<file path="config.mk">
export PLATFORM = sky130hd
export DESIGN_NAME = data_cache_flat
export DESIGN_NICKNAME = d
export VERILOG_FILES = /design/src/rtl/data_cache_pkg.sv /design/src/rtl/data_cache_if.sv /design/src/rtl/data_cache_load_store_align.sv /design/src/rtl/data_cache.sv /design/src/flat_wrapper.sv
export SDC_FILE = /design/constraint.sdc
export NUM_CORES = 2
export LEC_CHECK = 0
export CAP_MARGIN = 20
export CORE_MARGIN = 2
export CORE_UTILIZATION = 25
export CTS_BUF_LIST = sky130_fd_sc_hd__clkbuf_8 sky130_fd_sc_hd__clkbuf_16
export DETAILED_ROUTE_END_ITERATION = 10
export PLACE_DENSITY = 0.48
export SETUP_SLACK_MARGIN = 0.02
export SLEW_MARGIN = 10
export SYNTH_ARGS = -nofsm -noshare
export SYNTH_HDL_FRONTEND = slang
export SYNTH_SLANG_ARGS = --single-unit
</file>
<file path="constraint.sdc">
create_clock -name CLK -period 18.1 [get_ports CLK]
set_clock_uncertainty 0.1 [all_clocks]
set_input_delay 2.715 -clock CLK [delete_from_list [all_inputs] [get_ports CLK]]
set_output_delay 2.715 -clock CLK [all_outputs]
set_load 0.01 [all_outputs]
</file>
<file path="src/rtl/data_cache_pkg.sv">
// rtl/data_cache_pkg.sv - shared FSM states, FUNCT3 size codes and block geometry for data_cache
package data_cache_pkg;

  typedef enum logic [1:0] {
    S_IDLE      = 2'd0,
    S_WRITEBACK = 2'd1,
    S_ALLOCATE  = 2'd2,
    S_UPDATE    = 2'd3
  } state_e;

  localparam logic [2:0] F3_B  = 3'b000;
  localparam logic [2:0] F3_H  = 3'b001;
  localparam logic [2:0] F3_W  = 3'b010;
  localparam logic [2:0] F3_BU = 3'b100;
  localparam logic [2:0] F3_HU = 3'b101;

  localparam int WORD_BITS       = 32;
  localparam int BLOCK_BITS      = 128;
  localparam int WORDS_PER_BLOCK = BLOCK_BITS / WORD_BITS;

endpackage

</file>
<file path="src/rtl/data_cache_if.sv">
// rtl/data_cache_if.sv - CPU-side and memory-side bundles of data_cache
interface data_cache_cpu_if #(
  parameter int ADDR_WIDTH = 32
);
  logic                  MEMREAD;
  logic                  MEMWRITE;
  logic [ADDR_WIDTH-1:0] ADDRESS;
  logic [31:0]           WRITEDATA;
  logic [2:0]            FUNCT3;
  logic [31:0]           READDATA;
  logic                  BUSYWAIT;

  modport master (
    output MEMREAD, MEMWRITE, ADDRESS, WRITEDATA, FUNCT3,
    input  READDATA, BUSYWAIT
  );
  modport slave (
    input  MEMREAD, MEMWRITE, ADDRESS, WRITEDATA, FUNCT3,
    output READDATA, BUSYWAIT
  );
endinterface

interface data_cache_mem_if #(
  parameter int ADDR_WIDTH  = 32,
  parameter int OFFSET_BITS = 4
);
  logic                              MEM_READ;
  logic                              MEM_WRITE;
  logic [ADDR_WIDTH-OFFSET_BITS-1:0] MEM_ADDRESS;
  logic [127:0]                      MEM_WRITEDATA;
  logic [127:0]                      MEM_READDATA;
  logic                              MEM_BUSYWAIT;

  modport master (
    output MEM_READ, MEM_WRITE, MEM_ADDRESS, MEM_WRITEDATA,
    input  MEM_READDATA, MEM_BUSYWAIT
  );
  modport slave (
    input  MEM_READ, MEM_WRITE, MEM_ADDRESS, MEM_WRITEDATA,
    output MEM_READDATA, MEM_BUSYWAIT
  );
endinterface

</file>
<file path="src/rtl/data_cache_load_store_align.sv">
// rtl/data_cache_load_store_align.sv - byte-lane extract/extend for loads, lane merge for stores
module load_store_align
  import data_cache_pkg::*;
(
  input  logic [31:0] word_i,
  input  logic [1:0]  byte_off_i,
  input  logic [2:0]  funct3_i,
  input  logic [31:0] wdata_i,
  output logic [31:0] load_o,
  output logic [31:0] store_o
);

  logic [7:0]  sel_byte;
  logic [15:0] sel_half;

  always_comb begin
    sel_byte = word_i[{byte_off_i, 3'b000} +: 8];
    sel_half = byte_off_i[1] ? word_i[31:16] : word_i[15:0];

    case (funct3_i)
      F3_B:    load_o = {{24{sel_byte[7]}}, sel_byte};
      F3_BU:   load_o = {24'b0, sel_byte};
      F3_H:    load_o = {{16{sel_half[15]}}, sel_half};
      F3_HU:   load_o = {16'b0, sel_half};
      default: load_o = word_i;
    endcase

    store_o = wdata_i;
    case (funct3_i)
      F3_B, F3_BU: begin
        store_o = word_i;
        store_o[{byte_off_i, 3'b000} +: 8] = wdata_i[7:0];
      end
      F3_H, F3_HU: begin
        store_o = byte_off_i[1] ? {wdata_i[15:0], word_i[15:0]}
                                : {word_i[31:16], wdata_i[15:0]};
      end
      default: store_o = wdata_i;
    endcase
  end

endmodule

</file>
<file path="src/rtl/data_cache.sv">
// rtl/data_cache.sv - direct-mapped write-back write-allocate L1 data cache
// Optional hit/miss counters when DATA_CACHE_STATS_EN is defined.
module data_cache
  import data_cache_pkg::*;
#(
  parameter int INDEX_BITS  = 3,
  parameter int OFFSET_BITS = 4,
  parameter int ADDR_WIDTH  = 32
) (
  input  logic CLK,
  input  logic RESET,
  data_cache_cpu_if.slave  cpu,
  data_cache_mem_if.master mem
`ifdef DATA_CACHE_STATS_EN
  ,
  output logic [31:0] HIT_COUNT,
  output logic [31:0] MISS_COUNT
`endif
);

  localparam int TAG_BITS = ADDR_WIDTH - INDEX_BITS - OFFSET_BITS;
  localparam int LINES    = 1 << INDEX_BITS;

  state_e               state_q, state_d;
  logic [LINES-1:0]     valid_q, valid_d;
  logic [LINES-1:0]     dirty_q, dirty_d;
  logic [31:0]          readdata_q, readdata_d;
  logic [TAG_BITS-1:0]  tag_q [LINES];
  logic [BLOCK_BITS-1:0] data_q [LINES];

  logic [INDEX_BITS-1:0] idx;
  logic [TAG_BITS-1:0]   tag_in;
  logic [1:0]            word_sel;
  logic                  req;
  logic                  hit;
  logic                  read_hit;
  logic [BLOCK_BITS-1:0] cur_block;
  logic [WORD_BITS-1:0]  cur_word;
  logic [WORD_BITS-1:0]  load_word;
  logic [WORD_BITS-1:0]  store_word;

  logic                  line_wr_en;
  logic [BLOCK_BITS-1:0] line_d;
  logic                  tag_wr_en;
  logic                  mem_read;
  logic                  mem_write;
  logic [ADDR_WIDTH-OFFSET_BITS-1:0] mem_addr;
  logic [BLOCK_BITS-1:0] mem_wdata;

  assign idx       = cpu.ADDRESS[OFFSET_BITS +: INDEX_BITS];
  assign tag_in    = cpu.ADDRESS[ADDR_WIDTH-1 -: TAG_BITS];
  assign word_sel  = cpu.ADDRESS[OFFSET_BITS-1:2];
  assign req       = cpu.MEMREAD | cpu.MEMWRITE;
  assign hit       = valid_q[idx] && (tag_q[idx] == tag_in);
  assign cur_block = data_q[idx];
  assign cur_word  = cur_block[{word_sel, 5'b00000} +: WORD_BITS];
  // A simultaneous read+write request is a store, so it never updates READDATA.
  assign read_hit  = (state_q == S_IDLE) && cpu.MEMREAD && !cpu.MEMWRITE && hit;

  load_store_align u_align (
    .word_i     (cur_word),
    .byte_off_i (cpu.ADDRESS[1:0]),
    .funct3_i   (cpu.FUNCT3),
    .wdata_i    (cpu.WRITEDATA),
    .load_o     (load_word),
    .store_o    (store_word)
  );

  always_comb begin
    state_d    = state_q;
    valid_d    = valid_q;
    dirty_d    = dirty_q;
    readdata_d = readdata_q;
    line_wr_en = 1'b0;
    line_d     = cur_block;
    tag_wr_en  = 1'b0;
    mem_read   = 1'b0;
    mem_write  = 1'b0;
    mem_addr   = '0;
    mem_wdata  = '0;

    case (state_q)
      S_IDLE: begin
        if (req) begin
          if (hit) begin
            if (cpu.MEMWRITE) begin
              line_wr_en = 1'b1;
              line_d[{word_sel, 5'b00000} +: WORD_BITS] = store_word;
              dirty_d[idx] = 1'b1;
            end else begin
              readdata_d = load_word;
            end
          end else begin
            state_d = dirty_q[idx] ? S_WRITEBACK : S_ALLOCATE;
          end
        end
      end
      S_WRITEBACK: begin
        mem_write = 1'b1;
        mem_addr  = {tag_q[idx], idx};
        mem_wdata = cur_block;
        if (!mem.MEM_BUSYWAIT) state_d = S_ALLOCATE;
      end
      S_ALLOCATE: begin
        mem_read = 1'b1;
        mem_addr = {tag_in, idx};
        // Refill data is only guaranteed while the memory completes, so capture it here.
        if (!mem.MEM_BUSYWAIT) begin
          line_wr_en = 1'b1;
          line_d     = mem.MEM_READDATA;
          state_d    = S_UPDATE;
        end
      end
      S_UPDATE: begin
        tag_wr_en    = 1'b1;
        valid_d[idx] = 1'b1;
        dirty_d[idx] = 1'b0;
        state_d      = S_IDLE;
      end
      default: state_d = S_IDLE;
    endcase
  end

  always_ff @(posedge CLK or negedge RESET) begin
    if (!RESET) begin
      state_q    <= S_IDLE;
      valid_q    <= '0;
      dirty_q    <= '0;
      readdata_q <= '0;
    end else begin
      state_q    <= state_d;
      valid_q    <= valid_d;
      dirty_q    <= dirty_d;
      readdata_q <= readdata_d;
    end
  end

  // Tags and data need no reset: the cleared valid bits mask them.
  always_ff @(posedge CLK) begin
    if (line_wr_en) data_q[idx] <= line_d;
    if (tag_wr_en)  tag_q[idx]  <= tag_in;
  end

  assign cpu.READDATA      = read_hit ? load_word : readdata_q;
  assign cpu.BUSYWAIT      = RESET && req && (!hit || (state_q != S_IDLE));
  assign mem.MEM_READ      = mem_read;
  assign mem.MEM_WRITE     = mem_write;
  assign mem.MEM_ADDRESS   = mem_addr;
  assign mem.MEM_WRITEDATA = mem_wdata;

`ifdef DATA_CACHE_STATS_EN
  logic [31:0] hit_cnt_q, hit_cnt_d;
  logic [31:0] miss_cnt_q, miss_cnt_d;
  logic        refill_q, refill_d;

  // The IDLE hit that follows a refill is the same request that already counted as a miss.
  always_comb begin
    hit_cnt_d  = hit_cnt_q;
    miss_cnt_d = miss_cnt_q;
    refill_d   = refill_q;
    if (state_q == S_UPDATE) begin
      refill_d = 1'b1;
    end else if (state_q == S_IDLE) begin
      refill_d = 1'b0;
      if (req && hit && !refill_q && (hit_cnt_q != 32'hFFFF_FFFF))
        hit_cnt_d = hit_cnt_q + 32'd1;
      if (req && !hit && (miss_cnt_q != 32'hFFFF_FFFF))
        miss_cnt_d = miss_cnt_q + 32'd1;
    end
  end

  always_ff @(posedge CLK or negedge RESET) begin
    if (!RESET) begin
      hit_cnt_q  <= '0;
      miss_cnt_q <= '0;
      refill_q   <= 1'b0;
    end else begin
      hit_cnt_q  <= hit_cnt_d;
      miss_cnt_q <= miss_cnt_d;
      refill_q   <= refill_d;
    end
  end

  assign HIT_COUNT  = hit_cnt_q;
  assign MISS_COUNT = miss_cnt_q;
`endif

endmodule
</file>
<file path="src/flat_wrapper.sv">
// flat-port wrapper written by rule: the top's interface ports become plain ports
module data_cache_flat import data_cache_pkg::*;
#(
  parameter int INDEX_BITS  = 3,
  parameter int OFFSET_BITS = 4,
  parameter int ADDR_WIDTH  = 32
)
  (CLK, RESET, cpu_MEMREAD, cpu_MEMWRITE, cpu_ADDRESS, cpu_WRITEDATA, cpu_FUNCT3, cpu_READDATA, cpu_BUSYWAIT, mem_MEM_READ, mem_MEM_WRITE, mem_MEM_ADDRESS, mem_MEM_WRITEDATA, mem_MEM_READDATA, mem_MEM_BUSYWAIT);
  data_cache_cpu_if #(.ADDR_WIDTH(ADDR_WIDTH)) cpu_i ();
  data_cache_mem_if #(.ADDR_WIDTH(ADDR_WIDTH), .OFFSET_BITS(OFFSET_BITS)) mem_i ();
  input  logic CLK;
  input  logic RESET;
  input wire logic [$bits(cpu_i.MEMREAD)-1:0] cpu_MEMREAD;
  input wire logic [$bits(cpu_i.MEMWRITE)-1:0] cpu_MEMWRITE;
  input wire logic [$bits(cpu_i.ADDRESS)-1:0] cpu_ADDRESS;
  input wire logic [$bits(cpu_i.WRITEDATA)-1:0] cpu_WRITEDATA;
  input wire logic [$bits(cpu_i.FUNCT3)-1:0] cpu_FUNCT3;
  output wire logic [$bits(cpu_i.READDATA)-1:0] cpu_READDATA;
  output wire logic [$bits(cpu_i.BUSYWAIT)-1:0] cpu_BUSYWAIT;
  output wire logic [$bits(mem_i.MEM_READ)-1:0] mem_MEM_READ;
  output wire logic [$bits(mem_i.MEM_WRITE)-1:0] mem_MEM_WRITE;
  output wire logic [$bits(mem_i.MEM_ADDRESS)-1:0] mem_MEM_ADDRESS;
  output wire logic [$bits(mem_i.MEM_WRITEDATA)-1:0] mem_MEM_WRITEDATA;
  input wire logic [$bits(mem_i.MEM_READDATA)-1:0] mem_MEM_READDATA;
  input wire logic [$bits(mem_i.MEM_BUSYWAIT)-1:0] mem_MEM_BUSYWAIT;
  assign cpu_i.MEMREAD = cpu_MEMREAD;
  assign cpu_i.MEMWRITE = cpu_MEMWRITE;
  assign cpu_i.ADDRESS = cpu_ADDRESS;
  assign cpu_i.WRITEDATA = cpu_WRITEDATA;
  assign cpu_i.FUNCT3 = cpu_FUNCT3;
  assign cpu_READDATA = cpu_i.READDATA;
  assign cpu_BUSYWAIT = cpu_i.BUSYWAIT;
  assign mem_MEM_READ = mem_i.MEM_READ;
  assign mem_MEM_WRITE = mem_i.MEM_WRITE;
  assign mem_MEM_ADDRESS = mem_i.MEM_ADDRESS;
  assign mem_MEM_WRITEDATA = mem_i.MEM_WRITEDATA;
  assign mem_i.MEM_READDATA = mem_MEM_READDATA;
  assign mem_i.MEM_BUSYWAIT = mem_MEM_BUSYWAIT;
  data_cache #(.INDEX_BITS(INDEX_BITS), .OFFSET_BITS(OFFSET_BITS), .ADDR_WIDTH(ADDR_WIDTH)) u_core (.CLK(CLK), .RESET(RESET), .cpu(cpu_i), .mem(mem_i));
endmodule
</file>
==> qor.txt <==
Startpoint Class -> primary input
worst path required time -> 15.29 ns
Placeable Area -> 222100 sq um
simple-gate share of the synthesized area -> 6.547%
xor/xnor share of the synthesized area -> 0.2669%
Ports -> 391
FFs w/ async S/R, synth -> 3.925%
Synth Instances -> 3758
maxcap violations -> 0
die footprint -> 226900 sq um
TritonCTS Buffers -> 137
number of global-route vias before repair -> 37130
CP dominant cell by count -> buf_4
DR pass1 iterations -> 8
post-route setup slack -> 6.416 ns
remaining antenna violation count after routing -> 0
Pwr Density -> 127.4 nW/um^2
Initial DRC Count -> 4970
Slew @ Worst Pin -> 1.314 ns
max-slew violations -> 0
GP Congestion -> 0.8797
Synth cell types -> 95
CTS tree -> built
unrepaired setup endpoints after global routing -> false
share of cells above drive strength 1 -> 14.86%
register bit total from synthesis -> 1274
Initial Util -> 25.12%
Crit. End Element -> output pin
mux share of post-synthesis cell area -> 9.616%
post-DP HPWL -> 150.0 mm
register area share after synthesis -> 68.13%
# DRC -> 0
main combinational cell family by area after synthesis -> compound AO/OA/AOI/OAI gates
Place WS -> 6.484 ns
Crit-path slowest cell -> nand2_1
hold-fix buffers at CTS -> 0
worst path cell trace -> buf_8 > buf_4 > clkinv_2 > mux4_2 > nand3_1 > nand3b_1 > nor4_4 > nand4_4 > nor4b_4 > buf_4 > nand2_1 > o211ai_1 > clkdlybuf4s50_1
GRT overflow -> 0
final net count -> 4343
wire per inst -> 32.56 um
Setup TNS Final -> 0 ns
fmax -> 85.59 MHz
Vias -> 38290
Mapped Avg Cell Area -> 14.84 sq um
GRT met1 Usage -> 26.11%
first-pass GRT wire length -> 318.8 mm
row count -> 173
final setup violation count -> 0
IO buf count -> 390
leakage power -> 21.92 nW
Final Critical Period -> 11.68 ns
syn nets -> 3973
vias per cell -> 5.304
clock root cell -> clkbuf_16
routed wire length -> 235.1 mm
Tot GR Track Use -> 19.96%
compound-cell area share of the yosys netlist -> 12.19%
clk slew on worst S/H paths -> 0.06 ns
largest net degree at the start of global routing -> 117
final core utilization -> 30.44%
busiest grt layer -> met2
met3 GRT Util -> 3.501%
outcome -> finished clean
critical setup path kind -> in2out
critical path buffer and inverter count -> 5
Crit Path Max Fanout -> 64
clock latency on the worst-skew pair -> 0.79 ns
die span in x -> 476.4 um
Syn Std Cell Area -> 55780 sq um
YS warnings -> 0
post-CTS resize count -> 0
Final Hold Fails -> 0
H-tree levels -> 4
Worst path max stage delay -> 0.81 ns
crit share post-route -> 64.55%
Layout Area Growth over Synthesis -> 21.20%
Post-synth EDFFs -> 1224
CTS Sinks -> 1274
most common cell after layout, fill and taps aside -> edfxtp_1
cell family with the largest share of critical-path delay -> buffers and inverters
antenna violations before repair -> 27
most frequent cells in the layout -> 1224 x edfxtp_1, 382 x clkdlybuf4s50_1, 308 x nand2_1
main flop type after synthesis -> edfxtp_1
adder-cell share of the synthesized area -> 0.3365%
GR met2 Demand/Resource -> 31.82%
postcts setup bufs -> 0
Chip Height -> 476.4 um
CTS Buffer Depth -> 3
max_slew headroom -> 12.38%
Hold Path Class -> reg2reg
CP arrival -> 8.87 ns
worst ir drop on vdd -> 0.0001119 V
[layer usage]
layer	wire, um	vias to the layer above	share of wire, %
met1	95570	20100	41
met5	48	-	0.020
met3	17520	384	7.5
li1	-	15790	-
met2	109300	2013	46
met4	12700	8	5.4
[sequential cells by signal, summed over array words and instances, names as in the netlist, named ones only]
name / flops
u_core.state_q: 2
u_core.readdata_q: 32
u_core.tag_q: 200
u_core.valid_q: 8
u_core.data_q: 1024
[synth_stat cells, drive strengths merged, types with 13 or more instances]
master | instances | area [sq um]
o221ai | 132 | 1219
a22o | 25 | 219.0
and2 | 34 | 212.7
nand2 | 311 | 1167
nor2b | 24 | 150.1
a211oi | 13 | 102.6
a21oi | 105 | 525.5
o21ai | 121 | 605.6
o211ai | 70 | 525.5
mux4 | 81 | 1824
o22ai | 37 | 231.5
o22a | 14 | 122.6
inv | 61 | 229.0
a221o | 27 | 270.3
mux2i | 178 | 1794
mux2 | 155 | 1745
dfrtp | 50 | 1251
nor3 | 25 | 125.1
ha | 15 | 187.7
o21a | 26 | 195.2
buf | 135 | 849.6
nand3 | 44 | 220.2
nand2b | 40 | 250.2
clkbuf | 142 | 533.0
nor2 | 241 | 904.6
a221oi | 131 | 1160
edfxtp | 1224 | 36760
a21o | 13 | 97.59
a22oi | 90 | 675.7
[stage by stage]
stage / cells / hold slack, ns / power [mW] / instance area (sq um)
finish: 7220 / 0.3669 / 8.612 / 67610
floorplan: 3758 / 0.3287 / 4.795 / 55780
CTS: 7208 / 0.3677 / 8.623 / 67570
global placement: 6962 / 0.3512 / 5.850 / 63220
global route: 7218 / 0.3896 / 8.844 / 67600
detailed placement: 6963 / 0.3501 / 5.880 / 63220
[final cells by class]
class | instances | area (sq um)
clock buffers | 141 | 3528
fillers | 22300 | 154500
clock inverters | 104 | 822.0
well taps | 2975 | 3722
repair buffers | 508 | 4891
multi-input cells | 2143 | 16360
flip-flops and latches | 1274 | 38010
inverters | 64 | 249.0
diodes | 11 | 27.53
[cell families (layout without fill, tap and decap cells)]
group	Yosys count	in the layout
AND/OR/NAND/NOR	796	796
XOR/XNOR	17	17
flip-flops	1274	1274
other	0	11
multiplexers	414	414
AO/OA/AOI/OAI	901	901
buffers and inverters	341	817
adder cells (fa/ha/maj)	15	15
[where the power goes]
part	internal [mW]	leakage [nW]	switching, mW	total, mW
clock	1.54	2.19	1.22	2.76
sequential	3.73	11.7	0.0299	3.76
combinational	0.583	8.00	1.51	2.09
[worst paths after layout]
| kind | startpoint | endpoint | slack (ns) | depth (start not counted) |
|---|---|---|---|---|
| min | u_core.valid_q[5]$_DFFE_PN0P_ | u_core.valid_q[5]$_DFFE_PN0P_ | 0.37 | 1 |
| max reg2reg | u_core.tag_q[7][16]$_DFFE_PP_ | u_core.data_q[5][11]$_DFFE_PP_ | 11.32 | 13 |
| max in group asynchronous | RESET | u_core.valid_q[4]$_DFFE_PN0P_ | 15.22 | 2 |
| min reg2reg | u_core.valid_q[5]$_DFFE_PN0P_ | u_core.valid_q[5]$_DFFE_PN0P_ | 0.37 | 1 |
| min in group asynchronous | RESET | u_core.readdata_q[22]$_DFFE_PN0P_ | 2.15 | 2 |
| max | cpu_ADDRESS[6] | cpu_READDATA[18] | 6.42 | 13 |
Note: power is estimated with default switching activity, not from simulation.
